--- src/rtl/ex_div_pkg.sv ---
// ============================================================================
// Module  : ex_div_pkg
// Purpose : Shared types and constants for the sequential EX-stage divider.
//           Holds the FSM state encoding and the op[1:0] encodings.
// Ports   : none (package)
// Macros  : DATA_SIZE - default operand width (32 if not defined elsewhere)
// Revision: 1.0 - initial release
// ============================================================================
`default_nettype none

`ifndef DATA_SIZE
`define DATA_SIZE 32
`endif

package ex_div_pkg;

    typedef enum logic [1:0] {
        ST_IDLE = 2'd0,
        ST_CALC = 2'd1,
        ST_FIX  = 2'd2,
        ST_DONE = 2'd3
    } div_state_t;

    // op[0] = 1 selects unsigned, op[1] = 1 selects remainder
    localparam logic [1:0] OP_DIV  = 2'b00;
    localparam logic [1:0] OP_DIVU = 2'b01;
    localparam logic [1:0] OP_REM  = 2'b10;
    localparam logic [1:0] OP_REMU = 2'b11;

endpackage

`default_nettype wire

--- src/rtl/ex_div_step.sv ---
// ============================================================================
// Module  : ex_div_step
// Purpose : One combinational restoring-division step. Shifts the next
//           dividend bit into the partial remainder and subtracts the divisor
//           when it fits.
// Ports   : rem_in       - current partial remainder (XLEN)
//           dividend_bit - next dividend bit, MSB first
//           divisor      - divisor magnitude (XLEN)
//           rem_out      - next partial remainder (XLEN)
//           q_bit        - quotient bit produced by this step
// Revision: 1.0 - initial release
// ============================================================================
`default_nettype none

module ex_div_step #(
    parameter int XLEN = 32
) (
    input  logic [XLEN-1:0] rem_in,
    input  logic            dividend_bit,
    input  logic [XLEN-1:0] divisor,
    output logic [XLEN-1:0] rem_out,
    output logic            q_bit
);

    logic [XLEN:0]   w_partial;
    logic [XLEN-1:0] w_diff;

    assign w_partial = {rem_in, dividend_bit};
    // When the divisor fits, the true difference is below the divisor and
    // therefore fits in XLEN bits, so the low-order subtraction is exact.
    assign w_diff    = w_partial[XLEN-1:0] - divisor;
    assign q_bit     = (w_partial >= {1'b0, divisor});
    assign rem_out   = q_bit ? w_diff : w_partial[XLEN-1:0];

endmodule

`default_nettype wire

--- src/rtl/ex_div_seq.sv ---
// ============================================================================
// Module  : ex_div_seq
// Purpose : Multi-cycle restoring divider for the EX stage (DIV/DIVU/REM/REMU).
//           One quotient bit per cycle; signs are applied in a final FIX cycle.
// Ports   : clk      - clock, rising edge
//           rst      - synchronous active-high reset
//           start    - request a new divide (sampled in IDLE only)
//           op       - 00 DIV, 01 DIVU, 10 REM, 11 REMU
//           rs1_data - dividend, rs2_data - divisor
//           flush    - abort; no done is produced
//           busy     - state is not IDLE
//           stall    - EX-stage hold request
//           done     - one-cycle result-valid pulse
//           result   - quotient/remainder, held until overwritten
// Macros  : EX_DIV_EARLY_OUT_EN - divide-by-zero and signed overflow skip the
//           iterative phase and finish two cycles after start.
// Revision: 1.0 - initial release
// ============================================================================
`default_nettype none

module ex_div_seq
    import ex_div_pkg::*;
#(
    parameter int XLEN = `DATA_SIZE
) (
    input  logic            clk,
    input  logic            rst,
    input  logic            start,
    input  logic [1:0]      op,
    input  logic [XLEN-1:0] rs1_data,
    input  logic [XLEN-1:0] rs2_data,
    input  logic            flush,
    output logic            busy,
    output logic            stall,
    output logic            done,
    output logic [XLEN-1:0] result
);

    localparam int CNT_W = $clog2(XLEN + 1);

    div_state_t        r_state;
    logic [CNT_W-1:0]  r_count;
    logic [XLEN-1:0]   r_rem;
    logic [XLEN-1:0]   r_quo;       // dividend shifts out MSB-first, quotient in
    logic [XLEN-1:0]   r_divisor;
    logic [XLEN-1:0]   r_result;
    logic              r_is_rem;
    logic              r_neg_q;
    logic              r_neg_r;
    logic              r_done;

    logic              w_is_signed;
    logic              w_sign_a;
    logic              w_sign_b;
    logic              w_div_zero;
    logic [XLEN-1:0]   w_mag_a;
    logic [XLEN-1:0]   w_mag_b;
    logic [XLEN-1:0]   w_next_rem;
    logic              w_q_bit;
    logic [XLEN-1:0]   w_quo_fix;
    logic [XLEN-1:0]   w_rem_fix;

    assign w_is_signed = ~op[0];
    assign w_sign_a    = w_is_signed & rs1_data[XLEN-1];
    assign w_sign_b    = w_is_signed & rs2_data[XLEN-1];
    assign w_mag_a     = w_sign_a ? -rs1_data : rs1_data;
    assign w_mag_b     = w_sign_b ? -rs2_data : rs2_data;
    assign w_div_zero  = (rs2_data == '0);

`ifdef EX_DIV_EARLY_OUT_EN
    localparam logic [XLEN-1:0] C_INT_MIN = {1'b1, {(XLEN-1){1'b0}}};
    logic w_ovf;
    assign w_ovf = w_is_signed & (rs1_data == C_INT_MIN) & (rs2_data == '1);
`endif

    ex_div_step #(
        .XLEN (XLEN)
    ) u_step (
        .rem_in       (r_rem),
        .dividend_bit (r_quo[XLEN-1]),
        .divisor      (r_divisor),
        .rem_out      (w_next_rem),
        .q_bit        (w_q_bit)
    );

    assign w_quo_fix = r_neg_q ? -r_quo : r_quo;
    assign w_rem_fix = r_neg_r ? -r_rem : r_rem;

    always_ff @(posedge clk) begin
        if (rst) begin
            r_state   <= ST_IDLE;
            r_count   <= '0;
            r_rem     <= '0;
            r_quo     <= '0;
            r_divisor <= '0;
            r_result  <= '0;
            r_is_rem  <= 1'b0;
            r_neg_q   <= 1'b0;
            r_neg_r   <= 1'b0;
            r_done    <= 1'b0;
        end else begin
            r_done <= 1'b0;
            if (flush) begin
                r_state <= ST_IDLE;
            end else begin
                case (r_state)
                    ST_IDLE: begin
                        if (start) begin
                            r_is_rem  <= op[1];
                            // Divide-by-zero quotient is all ones regardless of
                            // dividend sign, so it must never be negated. The
                            // unsigned core already yields all ones and the
                            // dividend magnitude as remainder in that case.
                            r_neg_q   <= (w_sign_a ^ w_sign_b) & ~w_div_zero;
                            r_neg_r   <= w_sign_a;
                            r_rem     <= '0;
                            r_quo     <= w_mag_a;
                            r_divisor <= w_mag_b;
                            r_count   <= CNT_W'(XLEN);
                            r_state   <= ST_CALC;
`ifdef EX_DIV_EARLY_OUT_EN
                            // Preload the values the iterative core would
                            // produce and skip straight to sign fix-up.
                            if (w_div_zero) begin
                                r_quo   <= '1;
                                r_rem   <= w_mag_a;
                                r_state <= ST_FIX;
                            end else if (w_ovf) begin
                                r_quo   <= C_INT_MIN;
                                r_rem   <= '0;
                                r_state <= ST_FIX;
                            end
`endif
                        end
                    end
                    ST_CALC: begin
                        r_rem   <= w_next_rem;
                        r_quo   <= {r_quo[XLEN-2:0], w_q_bit};
                        r_count <= r_count - CNT_W'(1);
                        if (r_count == CNT_W'(1)) begin
                            r_state <= ST_FIX;
                        end
                    end
                    ST_FIX: begin
                        r_result <= r_is_rem ? w_rem_fix : w_quo_fix;
                        r_done   <= 1'b1;
                        r_state  <= ST_DONE;
                    end
                    ST_DONE: begin
                        r_state <= ST_IDLE;
                    end
                    default: begin
                        r_state <= ST_IDLE;
                    end
                endcase
            end
        end
    end

    assign busy   = (r_state != ST_IDLE);
    assign stall  = (r_state == ST_CALC) || (r_state == ST_FIX) ||
                    ((r_state == ST_IDLE) && start && !flush && !rst);
    assign done   = r_done;
    assign result = r_result;

endmodule

`default_nettype wire

--- config.mk ---
export PLATFORM = sky130hd
export DESIGN_NAME = ex_div_seq
export DESIGN_NICKNAME = d
export VERILOG_FILES = /design/src/rtl/ex_div_pkg.sv /design/src/rtl/ex_div_step.sv /design/src/rtl/ex_div_seq.sv
export SDC_FILE = /design/constraint.sdc
export NUM_CORES = 1
export LEC_CHECK = 0
export ABC_AREA = 1
export BUFFER_PORTS_ARGS = -buffer_cell sky130_fd_sc_hd__buf_2
export CELL_PAD_IN_SITES_DETAIL_PLACEMENT = 1
export CELL_PAD_IN_SITES_GLOBAL_PLACEMENT = 1
export CORE_UTILIZATION = 42
export DETAILED_ROUTE_END_ITERATION = 12
export PLACE_DENSITY_LB_ADDON = 0.3
export REMOVE_ABC_BUFFERS = 1
export SLEW_MARGIN = 0
export SYNTH_ARGS = -nofsm -noshare
export SYNTH_HDL_FRONTEND = slang
export SYNTH_SLANG_ARGS = --single-unit
export TNS_END_PERCENT = 50
--- constraint.sdc ---
create_clock -name clk -period 2.3 [get_ports clk]
set_clock_uncertainty 0.1 [all_clocks]
set_input_delay 0.23 -clock clk [delete_from_list [all_inputs] [get_ports clk]]
set_output_delay 0.23 -clock clk [all_outputs]
set_load 0.05 [all_outputs]
Word-level counts from Yosys, hierarchy flattened
Cells that the tools add are included.
Widths: inputs -> output; s select.
{ "classes": {"n_eq_ne": 6, "bitwise_logic": 7, "n_reduce_logical": 16, "n_mux": 16, "magnitude_cmp": 1, "add_sub_neg": 6} }
{ "op_table": {"columns": ["op", "n"], "rows": [
  ["$mux 32", 8],
  ["$neg 32->32", 4],
  ["$pmux 32 s2", 2],
  ["$ge 33x32->1", 1],
  ["$logic_not 32->1", 1],
  ["$sub 32x32->32", 1],
  ["$pmux 6 s2", 1],
  ["$pmux 2 s4", 1],
  ["$eq 6x1->1 const B", 1],
  ["$mux 6", 1],
  ["$reduce_and 3->1", 2],
  ["$sub 6x1->6 const B", 1],
  ["$eq 2x2->1 const B", 2],
  ["$mux 2", 2],
  ["$ne 2x2->1 const B", 2],
  ["$reduce_and 2->1", 2],
  ["$reduce_bool 2->1", 2],
  ["$and 1x1->1", 3],
  ["$logic_and 1x1->1", 3],
  ["$not 1->1", 3],
  ["$eq 2x1->1 const B", 1],
  ["$logic_not 1->1", 2],
  ["$logic_not 2->1", 1],
  ["$logic_or 1x1->1", 2],
  ["other kinds (3)", 3]
]} }
{ "word_totals": {"output_inout_bits": 35, "reg_bits": 140, "in_bits": 70} }

Depth between registers and ports, before layout
{ "logic_depth": {"depth_word": 5, "ltp_mapped": 16, "depth_no_buf": 16} }

Hierarchy
Synthesis repeated with hierarchy kept, for this count alone.
{ "hier_totals": {"cells_unflattened": 2258, "hier_area_um2": 12554.5} }
{ "by_module_without_submodules": {"columns": ["mod", "cells_each", "area_per_inst_um2", "n_inst"], "rows": [
  ["ex_div_seq", 1611, 9394.0, 1],
  ["ex_div_step", 647, 3160.5, 1]
]} }

Worst setup path after synthesis
Ideal clock, no wire load.
{ "synth_timing": {"path_type": "reg2out", "start": "reg r_state[0]", "end": "out stall", "required_time_ps": 1970, "path_buffers": 1, "arrival_time_ps": 2290, "stages_incl_launch_ff": 8, "path_slack_ps": -320, "path_cell_list": "dfxtp_1 inv_1 ha_1 inv_1 nor3_2 inv_1 clkbuf_1 o21bai_1"} }
{ "synth_via": {"elab_chain_len": 5, "elab_cells_between_ends": 8} }
{ "synth_rtl": {"columns": ["element", "line_no", "source"], "rows": [
  ["start, declared", "ex_div_seq.sv:41", "div_state_t r_state;"],
  ["start signal, assigned", "ex_div_seq.sv:91", "r_state <= ST_IDLE;"],
  ["start signal, assigned", "ex_div_seq.sv:104", "r_state <= ST_IDLE;"],
  ["start signal, assigned", "ex_div_seq.sv:120", "r_state <= ST_CALC;"],
  ["$logic_not 2->1", "ex_div_seq.sv:162", "((r_state == ST_IDLE) && start && !flush && !rst);"],
  ["$logic_and 1x1->1 (3 in series)", "ex_div_seq.sv:162", null],
  ["$logic_or 1x1->1 (*)", "ex_div_seq.sv:161", "assign stall = (r_state == ST_CALC) || (r_state == ST_FIX) ||"],
  ["end, declared", "ex_div_seq.sv:34", "output logic stall,"]
]} }
Mark *: on every way between the ends. The rest lies on a longest branch, timed or not.

Worst setup path in the final report
{ "layout_timing": {"start": "reg r_rem[12]", "end": "reg r_rem[14]"} }
{ "layout_via": {"elab_chain_len": 3, "elab_cells_between_ends": 4} }
{ "layout_rtl": {"columns": ["element", "line_no", "source"], "rows": [
  ["start, declared", "ex_div_seq.sv:43", "logic [XLEN-1:0] r_rem;"],
  ["start signal, assigned", "ex_div_seq.sv:137", "r_rem <= w_next_rem;"],
  ["$sub 32x32->32 / $ge 33x32->1 (equally long branches)", "ex_div_step.sv:31, ex_div_step.sv:32", null],
  ["$mux 32 (*)", "ex_div_step.sv:33", "assign rem_out = q_bit ? w_diff : w_partial[XLEN-1:0];"],
  ["$pmux 32 s2 (*)", "ex_div_seq.sv:106", "case (r_state)"]
]} }
Marked as above.
A chain may end at the register's enable or synchronous reset.

==> flow_summary.json <==
{
  "required_ns": 2.55,
  "vias_per_cell": 5.77,
  "clk_pin_slew_ns": 0.07,
  "grt_max_degree": 48,
  "min_period_ns": 2.48,
  "antenna_cells": 0,
  "final_hold_viol_count": 1,
  "finalSetupViolCount": 34,
  "place_area_um2": 14300,
  "cp-start-kind": "flip-flop",
  "synth-seq-cells": 140,
  "antenna_found_initial": 1,
  "hold_ws_ns": -0.00866,
  "layout_common_cells": "nand2_1 (537), inv_1 (329), nor2_1 (189)",
  "die_h_um": 175,
  "synth_area_um2": 12600,
  "worstSetupPathType": "flip-flop to flip-flop",
  "stdcell_area_um2": 16300,
  "max_freq_mhz": 404,
  "critPathSlowestCell": "dfxtp_1",
  "ant_nets": 0,
  "clk_path_buf_depth": 2,
  "core_region_area_um2": 29100,
  "final_nets": 2500,
  "max_stage_delay_ns": 0.55,
  "finalWeightedCongestion": 0.946,
  "leakage_nw": 8.23,
  "violations": "hold timing, setup timing",
  "async_flop_share_pct": 0,
  "crit_start": "r_rem[12]",
  "die_w_um": 175,
  "synth-edff-count": 0,
  "globalRouteTotalUtil_pct": 33.7,
  "worst_slew_pin_slew_ns": 0.599,
  "dr_total_vias": 16100,
  "rows": 62,
  "start_util_pct": 43.2,
  "numCtsBuffers": 17,
  "place.detailed.hpwl_um": 39500,
  "cap_violations": 0,
  "dieArea_um2": 30700,
  "netlist_instances": 2174,
  "hold_path_class": "input pin to flip-flop",
  "layout_commonest_cell": "nand2_1",
  "rsz0062_at_grt": "yes",
  "wire_per_inst_um": 21.2,
  "htree_levels": 4,
  "slew_headroom_pct": 60.0,
  "io_buffer_count": 104,
  "yosys_warnings": 0,
  "finalCritPeriodShare_pct": 108,
  "rr_startpoint": "r_rem[12]",
  "critPathArrivalTime_ns": 2.73,
  "drive_gt1_share_pct": 24.8,
  "peakVddDrop_mv": 0.522,
  "worst_slack_ns": -0.178,
  "power.density_nw_per_um2": 556,
  "status": "complete, but fails checks",
  "cts_tree": "done",
  "drv_slew": 0,
  "synth_top_area_share_pct": 22.3,
  "grt_pass1_vias": 15300,
  "grt-ovfl-total": 0,
  "drc": 0,
  "synthFlopType": "dfxtp_1",
  "crit_chain": "ha_4, buf_4, nand2_1, nand2_1, inv_1, nand2_1, a21oi_1, nand2_1, xnor2_1, nand2_1, nand3_2, a21oi_2",
  "dp_slack_ns": -0.140,
  "drt_pass1_iterations": 6,
  "synth_top_area_cell": "dfxtp_1",
  "seq_area_frac_synth_pct": 22.3,
  "syn2layout_area_growth_pct": 29.9,
  "critPathCaptureType": "flip-flop",
  "ios": 105,
  "crit_fanout": 3,
  "min_from": "rs2_data[11]",
  "cts_root_buf": "clkbuf_16",
  "ys_top_cells_by_area": "dfxtp_1 (22%), nand2_1 (17%), inv_1 (11%), nand3_1 (8.4%), nor2_1 (6.1%)",
  "drt_iter0_markers": 1293,
  "cts_num_sinks": 140,
  "routed_wl_um": 59100,
  "ys_types": 54,
  "insertion_delay_ns": 0.47,
  "path_common_cell": "nand2_1",
  "postSynthAreaPerCell_um2": 5.79,
  "grt_first_pass_wirelength_um": 81500
}
cells by family after synthesis:
group                    synth area share (%)
AND/OR/NAND/NOR                          39.5
buffers and inverters                    14.2
AO/OA/AOI/OAI                            15.6
flip-flops                               22.3
XOR/XNOR                                 4.18
adder cells (fa/ha/maj)                  4.24
synthesized netlist by cell type (8+ instances only):
library cell  count
clkbuf_1         45
xor2_1           38
inv_2            10
a21oi_2          14
inv_1           355
xnor2_1          22
nor2_2           14
nand4_1          22
dfxtp_1         140
nor3_1           26
nand2_1         582
nand3_2          21
buf_6            10
nor2_1          206
buf_2             8
o21ai_0         145
ha_1             41
nand2_2           8
buf_1            12
o211ai_1         21
a21oi_1         154
nand3_1         211
layout make-up:
class / instances / area, um2
Tap cell: 384 / 480
Multi-Input combinational cell: 1589 / 8950
Sequential cell: 140 / 2870
Clock inverter: 11 / 190
Fill cell: 3991 / 12700
Inverter: 366 / 1380
Timing Repair Buffer: 274 / 2010
Clock buffer: 20 / 457
metrics by stage:
| step | cells | power (mW) | hold WS [ns] | setup TNS, ns | utilization, % |
|---|---|---|---|---|---|
| 6_report | 2784 | 9.08 | -0.00866 | -2.21 | 56.2 |
| 5_1_grt | 2784 | 9.40 | -0.00564 | -5.04 | 56.2 |
| 4_1_cts | 2757 | 8.58 | 0.000923 | -0.0775 | 52.5 |
| 3_5_place_dp | 2719 | 5.35 | 0.363 | -1.44 | 49.1 |
| 3_3_place_gp | 2719 | 5.25 | 0.359 | -0.149 | 49.1 |
| 2_1_floorplan | 2094 | 4.26 | 0.192 | -97.33 | - |
what timing repair did:
item	in CTS	in global routing
setup endpoints to repair	46	55
setup buffers	2	23
cloned	1	4
hold buffers	4	0
pin swaps	3	62
resized for setup	52	214
endpoints found under the hold margin	4	0
state kept, by name (all words and copies together), names as in the netlist:
register,flops
r_divisor,32
r_count,6
r_quo,32
done,1
r_state,2
r_neg_r,1
r_neg_q,1
r_is_rem,1
r_rem,32
result,32
routing by layer:
metal / up-vias / wire length [um] / track usage [%]
met5: - / 0 / 0
met4: 0 / 2660 / 12.4
met3: 187 / 4220 / 4.37
met2: 729 / 27600 / 55.9
met1: 7814 / 24500 / 44.5
li1: 7341 / - / -
worst paths after layout:
kind	to	slack (ns)	cells past startpoint
setup / recovery	r_rem[14]	-0.18	12
hold / removal	r_divisor[11]	-0.009	3
hold reg to reg	r_divisor[31]	0.37	2
setup reg to reg	r_rem[14]	-0.18	12
worst max-delay path, delay by kind of cell (launching register included):
kind,cells,cell delay [ns]
flops,1,0.55
xor+xnor,1,0.44
buf+inv,2,0.24
compound gates,2,0.17
simple gates,6,0.57
fa+ha+maj,1,0.28
power breakdown:
group / leakage (nW) / internal [mW] / switching (mW) / total [mW]
clock: 0.316 / 1.98 / 1.26 / 3.24
sequential: 1.16 / 2.57 / 0.136 / 2.71
combinational: 6.75 / 1.11 / 2.03 / 3.14
(Power assumes the default switching activity.)
